===== config.mk =====
export PLATFORM = sky130hd
export DESIGN_NAME = barrel_shifter_pipe
export DESIGN_NICKNAME = d
export VERILOG_FILES = /design/src/rtl/barrel_shifter_pipe.sv
export SDC_FILE = /design/constraint.sdc
export NUM_CORES = 1
export LEC_CHECK = 0
export CAP_MARGIN = 20
export CORE_MARGIN = 8
export CORE_UTILIZATION = 59
export CTS_CLUSTER_DIAMETER = 100
export CTS_CLUSTER_SIZE = 14
export DETAILED_ROUTE_END_ITERATION = 8
export GPL_ROUTABILITY_DRIVEN = 1
export PLACE_DENSITY = 0.9
export SYNTH_ARGS = -nofsm -noshare
export SYNTH_HDL_FRONTEND = slang
export SYNTH_SLANG_ARGS = --single-unit

===== constraint.sdc =====
create_clock -name clk -period 2.2 [get_ports clk]
set_input_delay 0.44 -clock clk [delete_from_list [all_inputs] [get_ports clk]]
set_output_delay 0.44 -clock clk [all_outputs]
set_load 0.01 [all_outputs]

===== src/rtl/barrel_shifter_pipe.sv =====
// ---------------------------------------------------------------------------
// barrel_shifter_pipe
//   Pipelined barrel shifter with rotate-left, rotate-right, logical-left and
//   arithmetic-right modes. One register stage per shift-amount bit; stage k
//   applies a conditional shift/rotate by 2^k. Valid/ready on both sides,
//   one op per cycle when the consumer keeps up.
//
//   Optional feature: define BS_ZERO_FLAG_EN to add the registered o_zero
//   output (result == 0). Without it the port and its logic are absent.
//
// Ports
//   clk        clock, rising edge
//   rst        synchronous active-high reset
//   in_valid   operand valid          in_ready  block can accept operand
//   in_reg     operand                shift_amt shift/rotate amount (unsigned)
//   in_m       mode: 00 ROL, 01 ROR, 10 SLL, 11 SRA
//   o_valid    result valid           o_ready   consumer accepts result
//   o_reg      result                 o_zero    result == 0 (BS_ZERO_FLAG_EN)
//
// Handshake: a transfer happens on a rising edge where valid && ready. A
// producer holds valid and payload until that edge; ready may depend
// combinationally on downstream ready (in_ready depends on o_ready).
// ---------------------------------------------------------------------------
module barrel_shifter_pipe #(
  parameter int WIDTH   = 32,
  parameter int LOG2W   = $clog2(WIDTH),
  parameter int SHAMT_W = LOG2W + 1
) (
  input  logic               clk,
  input  logic               rst,
  input  logic               in_valid,
  output logic               in_ready,
  input  logic [WIDTH-1:0]   in_reg,
  input  logic [SHAMT_W-1:0] shift_amt,
  input  logic [1:0]         in_m,
  output logic               o_valid,
  input  logic               o_ready,
  output logic [WIDTH-1:0]   o_reg
`ifdef BS_ZERO_FLAG_EN
  ,
  output logic               o_zero
`endif
);

  localparam logic [1:0] MODE_ROL = 2'b00;
  localparam logic [1:0] MODE_ROR = 2'b01;
  localparam logic [1:0] MODE_SLL = 2'b10;
  localparam logic [1:0] MODE_SRA = 2'b11;
  localparam int         LAST     = LOG2W - 1;

  // Per-stage state. Each stage carries the full amount and mode so later
  // stages never look at the live inputs; sat/sign are captured at S0.
  logic [LOG2W-1:0]              valid_q, valid_d;
  logic [LOG2W-1:0][WIDTH-1:0]   data_q,  data_d;
  logic [LOG2W-1:0][SHAMT_W-1:0] amt_q,   amt_d;
  logic [LOG2W-1:0][1:0]         mode_q,  mode_d;
  logic [LOG2W-1:0]              sat_q,   sat_d;
  logic [LOG2W-1:0]              sign_q,  sign_d;

  // Source of each stage: the input port for S0, the previous stage otherwise.
  logic [LOG2W-1:0]              src_valid;
  logic [LOG2W-1:0][WIDTH-1:0]   src_data;
  logic [LOG2W-1:0][SHAMT_W-1:0] src_amt;
  logic [LOG2W-1:0][1:0]         src_mode;
  logic [LOG2W-1:0]              src_sat;
  logic [LOG2W-1:0]              src_sign;

  logic [LOG2W-1:0] ready_c;
  logic             ready_acc;
  logic [WIDTH-1:0] step_res;

  function automatic logic [WIDTH-1:0] shift_step(input logic [WIDTH-1:0] d,
                                                  input logic [1:0]       m,
                                                  input int               sh);
    logic [WIDTH-1:0] r;
    case (m)
      MODE_ROL: r = (d << sh) | (d >> (WIDTH - sh));
      MODE_ROR: r = (d >> sh) | (d << (WIDTH - sh));
      MODE_SLL: r = d << sh;
      default:  r = $signed(d) >>> sh;
    endcase
    return r;
  endfunction

  always_comb begin
    valid_d  = valid_q;
    data_d   = data_q;
    amt_d    = amt_q;
    mode_d   = mode_q;
    sat_d    = sat_q;
    sign_d   = sign_q;
    ready_c  = '0;
    step_res = '0;

    // ready_k = !valid_k || ready_(k+1), unrolled as "o_ready or any stage
    // at/after k is empty" so no vector feeds back on itself.
    ready_acc = o_ready;
    for (int k = LOG2W - 1; k >= 0; k--) begin
      ready_acc  = ready_acc | ~valid_q[k];
      ready_c[k] = ready_acc;
    end

    src_valid[0] = in_valid;
    src_data[0]  = in_reg;
    src_amt[0]   = shift_amt;
    src_mode[0]  = in_m;
    src_sat[0]   = shift_amt[SHAMT_W-1];   // amount >= WIDTH
    src_sign[0]  = in_reg[WIDTH-1];
    for (int k = 1; k < LOG2W; k++) begin
      src_valid[k] = valid_q[k-1];
      src_data[k]  = data_q[k-1];
      src_amt[k]   = amt_q[k-1];
      src_mode[k]  = mode_q[k-1];
      src_sat[k]   = sat_q[k-1];
      src_sign[k]  = sign_q[k-1];
    end

    for (int k = 0; k < LOG2W; k++) begin
      if (ready_c[k]) begin
        valid_d[k] = src_valid[k];
        if (src_valid[k]) begin
          step_res = src_amt[k][k] ? shift_step(src_data[k], src_mode[k], 1 << k)
                                   : src_data[k];
          // Rotates ignore the amount MSB; the shifts saturate on it.
          if (k == LAST && src_sat[k]) begin
            if (src_mode[k] == MODE_SLL) step_res = '0;
            else if (src_mode[k] == MODE_SRA) step_res = {WIDTH{src_sign[k]}};
          end
          data_d[k] = step_res;
          amt_d[k]  = src_amt[k];
          mode_d[k] = src_mode[k];
          sat_d[k]  = src_sat[k];
          sign_d[k] = src_sign[k];
        end
      end
    end
  end

`ifdef BS_ZERO_FLAG_EN
  logic zero_q, zero_d;

  always_comb begin
    zero_d = zero_q;
    if (ready_c[LAST] && src_valid[LAST]) zero_d = (data_d[LAST] == '0);
  end
`endif

  always_ff @(posedge clk) begin
    if (rst) begin
      valid_q <= '0;
      data_q  <= '0;
      amt_q   <= '0;
      mode_q  <= '0;
      sat_q   <= '0;
      sign_q  <= '0;
`ifdef BS_ZERO_FLAG_EN
      zero_q  <= 1'b0;
`endif
    end else begin
      valid_q <= valid_d;
      data_q  <= data_d;
      amt_q   <= amt_d;
      mode_q  <= mode_d;
      sat_q   <= sat_d;
      sign_q  <= sign_d;
`ifdef BS_ZERO_FLAG_EN
      zero_q  <= zero_d;
`endif
    end
  end

  assign in_ready = ready_c[0];
  assign o_valid  = valid_q[LAST];
  assign o_reg    = data_q[LAST];
`ifdef BS_ZERO_FLAG_EN
  assign o_zero   = zero_q;
`endif

  // The last stage's side-band and most amount bits are never consumed.
  logic unused_side;
  assign unused_side = ^{amt_q, mode_q, sat_q, sign_q};

endmodule


== Yosys cells after proc, flatten, opt, wreduce, memory -nomap -nowiden ==
Cells that the tools add are included.
Storage, ports and cells
  bits in registers: 201
  bits in latches: 0
  RAM bits: 0
  ROM bits: 0
  bits of input ports: 44
  memories: 0
Cells by class
  add/sub/neg operators: 0
  multipliers: 0
  div/mod/pow operators: 0
  $lt $le $gt $ge: 0
  eq/ne operators: 11
  shifts and indexed selects: 0
  muxes and demuxes: 13
  bitwise logic cells: 19
  reductions and logical operators: 11
Operators by type and width (count)
  $pmux W32 S3: 4
  $mux W32: 8
  $pmux W32 S2: 1
  $or A16 B32 Y32: 1
  $or A24 B32 Y32: 1
  $or A28 B32 Y32: 1
  $or A30 B32 Y32: 1
  $or A31 B32 Y32: 1
  $or A32 B1 Y32: 1
  $or A32 B2 Y32: 1
  $or A32 B4 Y32: 1
  $or A32 B8 Y32: 1
  $eq A2 B2 Y1 const B: 6
  $eq A2 B1 Y1 const B: 5
  $logic_not A2 Y1: 5
  $reduce_and A2 Y1: 5
  $not A1 Y1: 5
  $or A1 B1 Y1: 5
  $reduce_or A2 Y1: 1

== Longest topological paths before layout ==
Gate-level depths: netlist (run 1).
  word-level depth: 7
  depth in mapped cells: 6
  gate-level depth less buffers: 4

== Worst setup path after synthesis (run 1) ==
OpenSTA, ideal clock, no wires.
  path type: input to output
  from: input port o_ready
  to: output port in_ready
  data arrival time: 1.144 ns
  required time: 1.760 ns
  setup slack: 0.616 ns
  stages on the path: 4
  path buffers: 2
  path through: and4b_1 -> buf_6 -> buf_2 -> nand3_1
On the way
  word-level cells in the longest chain between the ends: 5
Ends and longest elaborated chain
  start, declared: line 37  | input logic o_ready,
  $or A1 B1 Y1 (5 in a row): line 99  | ready_acc = ready_acc | ~valid_q[k];
  end, declared: line 32  | output logic in_ready,
Every way passes these cells.

== Final worst setup path (run 1) ==
Ends and elaborated chain as after synthesis.

==> results of run 1 <==
## layer usage
| layer | routed length [um] | vias to the layer above |
|---|---|---|
| li1 | - | 4359 |
| met2 | 13100 | 456 |
| met5 | 0 | - |
| met4 | 745 | 0 |
| met3 | 1890 | 72 |
| met1 | 11000 | 4330 |
## logic make-up after synthesis
family,count (synthesis)
AOI/OAI and AO/OA,394
and+or+nand+nor,346
DFF,191
buffers and inverters,164
muxes,133
## where the power goes
part / switching [mW] / internal (mW) / leakage, nW
Sequential: 0.127 / 3.55 / 1.55
Clock: 1.55 / 1.77 / 0.313
Combinational: 0.383 / 0.310 / 1.89
Total: 2.06 / 5.63 / 3.76
## timing repair
item / CTS / global route
endpoints found under the setup margin: 1 / 4
pin swaps: 0 / 0
resized for setup: 1 / 3
setup buffers: 0 / 0
endpoints found under the hold margin: 0 / 0
## placed cells by master, fill, tap and decap left out, drive strengths merged, types with 5 or more instances in the layout
master	count
a2111oi	25
a211o	8
a211oi	7
a21boi	6
a21oi	181
a22o	12
a22oi	7
buf	54
clkbuf	17
clkdlybuf4s50	73
dfxtp	191
inv	29
mux2	11
mux2i	122
nand2	256
nand2b	5
nand3	7
nor2	62
o211ai	86
o21ai	24
o221a	11
o311ai	10
## worst paths after layout
| check | start | endpoint | slack (ns) | cells after the start |
|---|---|---|---|---|
| max | o_ready | in_ready | 0.07 | 4 |
| min | rst | amt_q[9] | 0.37 | 2 |
| max reg2reg | valid_q[1] | data_q[62] | 0.12 | 5 |
| min reg2reg | amt_q[3] | amt_q[9] | 0.45 | 2 |
## final cells by class
class                           count  area, sq um
Clock buffer                       17          425
Sequential cell                   191         3830
Inverter                           19         71.3
Tap cell                          220          275
Clock inverter                     15          211
Multi-Input combinational cell    873         5300
Fill cell                        1194         5110
Timing Repair Buffer              128         1300
## metrics by stage
step / power (mW) / cells / setup slack [ns]
after floorplan: 4.17 / 1228 / 0.616
after global placement: 4.40 / 1431 / -0.110
after detailed placement: 4.43 / 1431 / -0.172
after CTS: 7.69 / 1463 / 0.0105
after global routing: 7.93 / 1463 / -0.00342
final: 7.69 / 1463 / 0.0724
## worst max-delay path, cell delays in order
cell	delay (ns)
clkdlybuf4s50_1	0.44
and4b_1	0.32
nand3_1	0.18
clkdlybuf4s15_1	0.30
==> out/metrics.cfg, run 1 <==
[run_status]
status = finished, final reports clean

[final_layout]
fin_util = 0.691
num_antenna_cells = 0
area_growth_pct = 14.8
design_area_sq_um = 11400
drive_gt1_frac = 0.0949
nets = 1274
largest_reg_flops = 128

[timing]
setup_violations = 0
slew_headroom = 0.443
hold_ws_ns = 0.366
rsz0062_at_grt = yes
fin_crit_sh = 0.967
fin_skew_ns = 0.0132
min_period_ns = 2.13
tightest_slew_ns = 0.834
fmax_mhz = 470
drv_slew = 0
hold_viol_final = 0
tns_ns = 0

[clock_network]
cts_tree = built
cts-hold-fix-buffers = 0
cts_root_buffer = clkbuf_16
clk_latency_ns = 0.44
htree_levels = 4
cts-buffers-inserted = 17
clk_pin_slew_ns = 0.08
cts_sinks = 191
clockBufferDepth = 2

[synth]
synth.area.mux_share = 0.135
ys_seq_area_frac = 0.385
syn_inst = 1228
yosys-top-cells-count = 256 x nand2_1, 191 x dfxtp_1, 181 x a21oi_1, 122 x mux2i_1, 86 x o211ai_1
ys_async_sr_fraction = 0
synth_compound_area_frac = 0.259
synth_edf_count = 0
yosysUniqueCellTypes = 44
syn_area_sq_um = 9940
synthXorXnorAreaFrac = 0
syn-num-nets = 1272
synth_top_cell_by_area = dfxtp_1
yosys_warnings = 0
synth_area_leaders = dfxtp_1 38%, mux2i_1 12%, nand2_1 9.7%, a21oi_1 9.1%, o211ai_1 6.5%
yosysMostFrequentCell = nand2_1
synth_top_flop_cell = dfxtp_1
synth_top_family_by_area = compound AO/OA/AOI/OAI gates
synthSimpleGateAreaFrac = 0.138
synthAdderAreaFrac = 0
avgSynthCellArea_sq_um = 8.09
synth_seq_cells = 191
synth_top_area_frac = 0.385

[worst_setup_path]
cp_max_fo = 4
cp.arrival_ns = 1.69
cp-end-kind = primary output
required_ns = 1.76
critPathLaunchType = input port
crit_type = input port to primary output

[drt]
totalWireLength_mm = 26.8
antenna_left = 0
drc_errors = 0
drt-wirelength-per-cell_um = 18.3
vias = 9217
drt-pass1-iter-count = 6
first_iter_violations = 1001
via_per_inst = 6.30

[power]
vdd_drop_max_mv = 0.623
leakagePower_nw = 3.76
pwr_density_cell_nw_per_um2 = 674

[flow_run]
drv_cap = 0

[floorplanning]
rows = 47
start_util = 0.601
die_area_sq_um = 21300
die_y_um = 146
core_sq_um = 16500
die_x_um = 146
io_pins = 78

[placement]
place_area_sq_um = 10800
gp_congestion = 0.859
hpwlAfterDp_mm = 17.9
port_buffers = 77

[grt]
grt_pass1_wl_mm = 44.7
met3_usage = 0.0501
overflow = 0
busiest_layer = met2
grt_max_degree = 96
first_global_vias = 8876
grtUsageTotal = 0.251
grt_use_met2 = 0.425
met1_usage = 0.307
antenna_found_initial = 0

[worst_hold_path]
hold_path_class = input port to register

Note: power is estimated with default switching activity, not from simulation.
==> run 2, diff against run 1 <==
Settings changed: SLEW_MARGIN set to 20.
==> results of run 2 <==
No change in the layout: final DEF, timing and power equal those of run 1.
==> run 3, diff against run 2 <==
Settings changed: CORE_UTILIZATION 59 to 50, PLACE_DENSITY 0.9 to 0.79, SETUP_SLACK_MARGIN set to 0.15.
==> out/metrics.cfg, run 3 (synthesis results as in run 1) <==
[clock_network]
clockBufferDepth = 2  ; unchanged
htree_levels = 4  ; unchanged
clk_latency_ns = 0.44  ; about the same
clk_pin_slew_ns = 0.08  ; about the same
post_cts_buffers = 0  ; unchanged
cts_root_buffer = clkbuf_16  ; unchanged
cts_sinks = 191  ; unchanged
cts_tree = built  ; unchanged
cts-buffers-inserted = 17  ; unchanged

[floorplanning]
io_pins = 78  ; unchanged
die_y_um = 157  ; was 146 um
core_sq_um = 19500  ; was 16500 sq um
rows = 51  ; was 47
die_x_um = 157  ; was 146 um
die_area_sq_um = 24600  ; was 21300 sq um
start_util = 0.511  ; was 0.601

[worst_hold_path]
worstHoldStart = rst  ; unchanged
hold_path_class = input port to register  ; unchanged
min_path_cells = 2  ; unchanged
min_to = valid_q[3]  ; was amt_q[9]

[drt]
drt-pass1-iter-count = 6  ; unchanged
drt-wirelength-per-cell_um = 16.5  ; was 18.3 um
vias = 8822  ; was 9217
first_iter_violations = 848  ; was 1001
antenna_left = 0  ; unchanged
via_per_inst = 5.85  ; was 6.30
drc_errors = 0  ; unchanged
totalWireLength_mm = 24.9  ; was 26.8 mm

[power]
leakagePower_nw = 3.73  ; was 3.76 nW
p_seq_frac = 0.495  ; was 0.478
pwr_density_cell_nw_per_um2 = 651  ; was 674 nW/um^2
intPower_mw = 5.41  ; was 5.63 mW
pwr-share-comb = 0.091  ; was 0.090
clockPowerShare = 0.414  ; was 0.431
vdd_drop_max_mv = 0.574  ; was 0.623 mV
p_sw_frac = 0.274  ; was 0.268
p_sw_mw = 2.04  ; was 2.06 mW

[worst_setup_path]
cp.arrival_ns = 1.51  ; was 1.69 ns
r2r_end = data_q[88]  ; was data_q[62]
worst_r2r_path_depth = 6  ; was 5
cp_max_fo = 4  ; unchanged
crit_buf_inv = 2  ; unchanged
crit_chain = clkdlybuf4s50_1 -> and4b_1 -> nand3_1 -> buf_2  ; was clkdlybuf4s50_1 -> and4b_1 -> nand3_1 -> clkdlybuf4s15_1
crit_type = input port to primary output  ; unchanged
required_ns = 1.76  ; about the same
cpPeakStageDelay_ns = 0.44  ; about the same
cp_top_family = buffers and inverters  ; unchanged
slowest_stage = clkdlybuf4s50_1  ; unchanged
r2r-start = valid_q[3]  ; was valid_q[1]
cp-end-kind = primary output  ; unchanged
critPathLaunchType = input port  ; unchanged
rrSetupSlack_ns = 0.41  ; was 0.12 ns

[timing]
tightest_slew_ns = 0.757  ; was 0.834 ns
rsz0062_at_grt = no  ; was yes
slew_headroom = 0.495  ; was 0.443
tns_ns = 0  ; unchanged
drv_slew = 0  ; unchanged
setup_violations = 0  ; unchanged
hold_viol_final = 0  ; unchanged
fmax_mhz = 513  ; was 470 MHz
min_period_ns = 1.95  ; was 2.13 ns
hold_ws_ns = 0.384  ; was 0.366 ns
fin_skew_ns = 0.0148  ; was 0.0132 ns
fin_crit_sh = 0.886  ; was 0.967

[grt]
first_global_vias = 8215  ; was 8876
grtUsageTotal = 0.203  ; was 0.251
overflow = 0  ; unchanged
grt_pass1_wl_mm = 41.2  ; was 44.7 mm
grt_max_degree = 75  ; was 96
antenna_found_initial = 0  ; unchanged

[final_layout]
final_cell_mix = 256 x nand2_1, 188 x dfxtp_1, 181 x a21oi_1  ; unchanged
largest_reg_flops = 128  ; unchanged
area_growth_pct = 15.2  ; was 14.8%
nets = 1273  ; was 1274
layout_commonest_cell = nand2_1  ; unchanged
num_antenna_cells = 0  ; unchanged
drive_gt1_frac = 0.0958  ; was 0.0949

[placement]
gp_congestion = 0.873  ; was 0.859
hpwlAfterDp_mm = 17.4  ; was 17.9 mm
port_buffers = 77  ; unchanged

[run_status]
status = finished, final reports clean  ; unchanged

[flow_run]
drv_cap = 0  ; unchanged

-- run 3: worst max-delay path by stage --
stage	start	endpoint	slack, ns	cells after the start
after global placement	o_ready	data_q[67]	-0.14	6
after global routing	o_ready	data_q[77]	0.15	8
final	o_ready	in_ready	0.25	4
after detailed placement	o_ready	data_q[66]	-0.17	6
after floorplan	o_ready	in_ready	0.62	4
after CTS	o_ready	in_ready	0.24	4
-- run 3: per-stage QoR --
| stage | worst slack [ns] | instances | area (sq um) | utilization | power, mW |
|---|---|---|---|---|---|
| 6_report | 0.251 | 1507 | 11400 | 0.588 | 7.45 |
| 5_1_grt | 0.152 | 1507 | 11400 | 0.588 | 7.73 |
| 4_1_cts | 0.236 | 1507 | 11400 | 0.588 | 7.48 |
| 3_5_place_dp | -0.171 | 1475 | 10800 | 0.557 | 4.43 |
| 3_3_place_gp | -0.137 | 1475 | 10800 | 0.557 | 4.41 |
| 2_1_floorplan | 0.616 | 1228 | 9940 | - | 4.17 |
-- run 3: power groups by stage --
stage | registers [mW] | logic [mW] | clock network, mW
floorplan | 3.70 | 0.470 | 0
global placement | 3.76 | 0.653 | 0
finish | 3.68 | 0.680 | 3.09
CTS | 3.68 | 0.677 | 3.12
global route | 3.70 | 0.748 | 3.28
detailed placement | 3.76 | 0.672 | 0
-- run 3: layout make-up --
type | count | area [sq um]
Clock inverter | 15 | 176
Timing Repair Buffer | 127 | 1320
Fill cell | 1717 | 8020
Sequential cell | 191 | 3830
Inverter | 19 | 71.3
Tap cell | 265 | 332
Clock buffer | 17 | 425
Multi-Input combinational cell | 873 | 5300
-- run 3: layer usage --
metal	vias to the layer above	routed length, um	global-route usage
met2	239	12000	0.335
met1	4183	11400	0.268
met3	29	1140	0.0356
met5	-	0	0
met4	0	367	0.0568
li1	4371	-	-
-- run 3: timing repair --
item / in CTS / in global routing
setup endpoints to repair: 1 / 2
gates resized for setup: 4 / 1
hold buffers: 0 / 0
